### config.mk
export PLATFORM = sky130hd
export DESIGN_NAME = id_ex_alu_stage
export DESIGN_NICKNAME = d
export VERILOG_FILES = /design/src/rtl/id_ex_alu_stage.sv
export SDC_FILE = /design/constraint.sdc
export NUM_CORES = 1
export LEC_CHECK = 0
export ABC_CLOCK_PERIOD_IN_PS = 8100
export BUFFER_PORTS_ARGS = -buffer_cell sky130_fd_sc_hd__buf_2
export CORE_MARGIN = 2
export CORE_UTILIZATION = 48
export DETAILED_ROUTE_END_ITERATION = 10
export PLACE_DENSITY = 0.85
export RECOVER_POWER = 100
export SYNTH_ARGS = -nofsm -noshare
export SYNTH_HDL_FRONTEND = slang
export SYNTH_SLANG_ARGS = --single-unit
### constraint.sdc
create_clock -name clk -period 8.1 [get_ports clk]
set_clock_uncertainty 0.05 [all_clocks]
set_input_delay 0.405 -clock clk [delete_from_list [all_inputs] [get_ports clk]]
set_output_delay 0.405 -clock clk [all_outputs]
set_load 0.1 [all_outputs]
### src/rtl/id_ex_alu_stage.sv
// ID/EX pipeline register with ALU-control decode, hazard stall and branch flush.
// Define ID_EX_ILLEGAL_TRAP_EN to add the registered ex_illegal output.
package id_ex_alu_pkg;

    typedef enum logic [1:0] {
        OP_MEM   = 2'b00,
        OP_BR    = 2'b01,
        OP_RTYPE = 2'b10,
        OP_RSVD  = 2'b11
    } alu_op_e;

    typedef enum logic [2:0] {
        SEL_AND = 3'b000,
        SEL_OR  = 3'b001,
        SEL_ADD = 3'b010,
        SEL_ILL = 3'b011,
        SEL_SUB = 3'b110,
        SEL_SLT = 3'b111
    } alu_sel_e;

    localparam logic [5:0] FN_ADD = 6'b100000;
    localparam logic [5:0] FN_SUB = 6'b100010;
    localparam logic [5:0] FN_AND = 6'b100100;
    localparam logic [5:0] FN_OR  = 6'b100101;
    localparam logic [5:0] FN_SLT = 6'b101010;

endpackage

module id_ex_alu_stage #(
    parameter int DATA_W     = 32,
    parameter int REG_ADDR_W = 5
) (
    input  logic                  clk,
    input  logic                  rst,
    input  logic                  stall,
    input  logic                  flush,
    input  logic                  id_valid,
    input  logic [1:0]            id_alu_op,
    input  logic [5:0]            id_funct,
    input  logic                  id_alu_src,
    input  logic [DATA_W-1:0]     id_rs_data,
    input  logic [DATA_W-1:0]     id_rt_data,
    input  logic [DATA_W-1:0]     id_imm,
    input  logic [REG_ADDR_W-1:0] id_rd_addr,
    input  logic                  id_reg_write,
    output logic                  ex_valid,
    output logic [2:0]            ex_alu_signal,
    output logic [DATA_W-1:0]     ex_src_a,
    output logic [DATA_W-1:0]     ex_src_b,
    output logic [DATA_W-1:0]     ex_rt_data,
    output logic [REG_ADDR_W-1:0] ex_rd_addr,
`ifdef ID_EX_ILLEGAL_TRAP_EN
    output logic                  ex_illegal,
`endif
    output logic                  ex_reg_write
);

    import id_ex_alu_pkg::*;

    typedef struct packed {
        logic                  valid;
        logic [2:0]            sel;
        logic [DATA_W-1:0]     src_a;
        logic [DATA_W-1:0]     src_b;
        logic [DATA_W-1:0]     rt_data;
        logic [REG_ADDR_W-1:0] rd_addr;
        logic                  reg_write;
`ifdef ID_EX_ILLEGAL_TRAP_EN
        logic                  illegal;
`endif
    } id_ex_t;

    alu_sel_e sel;
    logic     illegal;
    id_ex_t   nxt;
    id_ex_t   q;

    always_comb begin
        sel     = SEL_ILL;
        illegal = 1'b1;
        unique case (id_alu_op)
            OP_MEM: begin
                sel     = SEL_ADD;
                illegal = 1'b0;
            end
            OP_BR: begin
                sel     = SEL_SUB;
                illegal = 1'b0;
            end
            OP_RTYPE: begin
                illegal = 1'b0;
                unique case (id_funct)
                    FN_ADD:  sel = SEL_ADD;
                    FN_SUB:  sel = SEL_SUB;
                    FN_AND:  sel = SEL_AND;
                    FN_OR:   sel = SEL_OR;
                    FN_SLT:  sel = SEL_SLT;
                    default: begin
                        sel     = SEL_ILL;
                        illegal = 1'b1;
                    end
                endcase
            end
            OP_RSVD: begin
                sel     = SEL_ILL;
                illegal = 1'b1;
            end
        endcase
    end

    // An empty ID slot loads as an all-zero bubble.
    always_comb begin
        nxt = '0;
        if (id_valid) begin
            nxt.valid     = 1'b1;
            nxt.sel       = sel;
            nxt.src_a     = id_rs_data;
            nxt.src_b     = id_alu_src ? id_imm : id_rt_data;
            nxt.rt_data   = id_rt_data;
            nxt.rd_addr   = id_rd_addr;
            nxt.reg_write = id_reg_write & ~illegal;
`ifdef ID_EX_ILLEGAL_TRAP_EN
            nxt.illegal   = illegal;
`endif
        end
    end

    // Flush beats stall: the ID instruction is dropped, not held.
    always_ff @(posedge clk or posedge rst) begin
        if (rst) begin
            q <= '0;
        end else if (flush) begin
            q <= '0;
        end else if (!stall) begin
            q <= nxt;
        end
    end

    assign ex_valid      = q.valid;
    assign ex_alu_signal = q.sel;
    assign ex_src_a      = q.src_a;
    assign ex_src_b      = q.src_b;
    assign ex_rt_data    = q.rt_data;
    assign ex_rd_addr    = q.rd_addr;
    assign ex_reg_write  = q.reg_write;
`ifdef ID_EX_ILLEGAL_TRAP_EN
    assign ex_illegal    = q.illegal;
`endif

endmodule

==> summary.txt <==
outcome: complete, but fails checks
failing checks: capacitance limit, slew limit
most common cell after layout, fill and taps aside: buf_2
antenna violations before repair: 0
gr usage total: 24.48%
Initial Utilization: 50.17%
Max VDD drop: 0.0001244 V
# rows: 33
Die Y-Extent: 97.14 µm
Lkg Pwr: 2.696 nW
Synth Area in Compound Gates: 19.68%
Post-Synthesis Cell Area: 0.004164 mm²
hold_ws: 0.1966 ns
CP Capture Type: async pin
register area share after synthesis: 63.70%
largest family of logic cells by synthesized area: compound AO/OA/AOI/OAI gates
largest net degree at the start of global routing: 107
unrepaired setup endpoints after global routing: no
Post-DP Area: 0.005306 mm²
reg2reg setup slack: 7.16 ns
Post-Layout Cell Count: 644
Post-Place Setup Slack: 6.037 ns
PortBufs: 221
CP startpoint kind: input port
P per Cell Area: 216.8 mW/mm²
post-synthesis simple-gate area fraction: 5.439%
Logic pwr share: 22.8%
Yosys warning count: 0
via count: 3,563
Final Critical Period: 4.062 ns
clock group share of total power: 29.0%
n_diodes: 0
vias in the first global route: 3,742
# IOs: 222
width of the die: 97.14 µm
leading cell types in the layout, fill and taps excluded: 114 x buf_2, 108 x clkbuf_1, 106 x dfrtp_1
Slew Limit Fails: 216
DRT Pass-1 Iters: 4
maxcap violations: 3
root buf cell: clkbuf_8
Worst-Margin Slew: 3.383 ns
RePlAce Congestion: 0.8417
synthesized-area fraction occupied by adder cells: 0%
post-synthesis cell count: 327
post-synth top area cell: dfrtp_1
die area: 0.009436 mm²
Worst-Skew Late Latency: 0.35 ns
CP required: 7.95 ns
Cells after DPL: 628
Int Pwr: 0.0007532 W
Synthesized Nets: 443
worst min path class: input port to flop
Final #Nets: 650
post-route ant nets: 0
CP Class: input port to async pin
Worst EP arrival: 3.91 ns
Starting DRT DRC Count: 137
Switching Share: 35.35%
Setup violations, final: 0
Post-CTS Setup Bufs: 0
xor and xnor area share after synthesis: 0%
CTS Buffer Depth: 2
CTS Buf Count: 9
critical-path maximum fanout: 56
Flop pwr share: 48.2%
Synth cell types: 26
Worst-path clk slew: 0.11 ns
Resized cells post-CTS: 0
DR vias/cell: 5.533
max-slew headroom at the worst pin: -125.5%
Max Clock Freq: 0.2462 GHz
synth-to-layout area growth: 29.06%
# DRC: 0
# H-tree levels: 3
Hold Fails Final Rpt: 0
top-area cell type share of the netlist area: 63.70%
FILL cells: 728
Mapped Avg Cell Area: 12.73 µm²
CTS Sinks: 106
layout cells sized above 1: 24.86%
largest cells by area after synthesis: dfrtp_1 64%, a22o_1 15%, mux2i_1 7.9%, nand2_1 3.3%, o21ai_0 3.0%
gr ovfl total: 0
cell area after layout: 0.005374 mm²
#FFs+latches synth: 106
final worst slack: 4.038 ns
Detailed Route WL: 11.58 mm
Fin Setup TNS: 0 ns
crit share post-route: 50.14%
routed length per instance: 17.98 µm
cts hold-fix bufs: 0
global-route wire length before repair: 18.57 mm
multiplexer share of the synthesized area: 7.933%
net load switching power: 0.0004118 W
TritonCTS clock tree: done
area of the core: 0.008299 mm²
[cells in the mapped netlist, drive strengths merged]
library cell  instances
and2b                 1
clkbuf               10
nand3                 2
a32oi                 1
nor2b                 1
dfrtp               106
a22o                 70
nand2b                1
or3b                  1
nand2                37
nor2                  2
a31oi                 1
inv                   2
a311o                 1
o21ai                33
o2111ai               1
o31ai                 1
mux2i                33
nor3b                 2
nand4                 1
nor4bb                2
buf                  18
[state kept, by name (all words and copies together) (netlist names)]
name,cells
ex_src_a,32
ex_rd_addr,5
ex_valid,1
ex_rt_data,32
ex_src_b,32
ex_reg_write,1
ex_alu_signal,3
[routing by layer]
metal  vias up  track usage [%]  routed length, µm
li1       1607                -                  -
met1      1738            30.72               4733
met2       192            41.40               5758
met3        26            4.532                804
met4         0            11.05                286
met5         -                0                  0
[power by group through the flow]
stage               clock network, W   logic, W  registers, W
floorplan                          0  0.0000520      0.000722
global placement                   0   0.000269      0.000570
detailed placement                 0   0.000274      0.000571
CTS                         0.000345   0.000274      0.000561
global route                0.000366   0.000277      0.000564
finish                      0.000338   0.000266      0.000562
[critical path, cell delays in order]
cell and delay (ns):
buf_2 0.10, clkinvlp_2 1.34, clkbuf_1 2.02
[per-stage QoR]
step | power [W] | util, %
after global routing | 0.001208 | 64.75
after global placement | 0.0008392 | 63.94
after detailed placement | 0.0008444 | 63.94
after CTS | 0.001179 | 66.46
final | 0.001165 | 64.75
after floorplan | 0.0007739 | -
[final timing paths]
kind | startpoint | endpoint | depth (start not counted)
setup / recovery | rst | ex_src_b[11]$_DFFE_PP0P_ | 3
hold / removal | id_rd_addr[3] | ex_rd_addr[3]$_DFFE_PP0P_ | 2
setup reg to reg | ex_alu_signal[2]$_DFFE_PP0P_ | ex_alu_signal[2]$_DFFE_PP0P_ | 2
hold reg to reg | ex_src_b[30]$_DFFE_PP0P_ | ex_src_b[30]$_DFFE_PP0P_ | 2
max in group clk | flush | ex_src_a[21]$_DFFE_PP0P_ | 3
min in group asynchronous | rst | ex_rd_addr[3]$_DFFE_PP0P_ | 2
[kinds of logic after synthesis]
logic type,Yosys count
multiplexers,33
AND/OR/NAND/NOR,50
AO/OA/AOI/OAI,108
buffers and inverters,30
flip-flops,106
[cell type report]
type / count / area, µm² / share of cell area [%]
clock buffer: 10 / 137.6 / 2.561
clock inverter: 6 / 71.32 / 1.327
inverter: 2 / 8.758 / 0.1630
multi-input combinational: 191 / 1381 / 25.70
sequential: 106 / 2653 / 49.36
tap: 105 / 131.4 / 2.445
timing repair buffer: 224 / 991.0 / 18.44
Note: power is estimated with default switching activity, not from simulation.
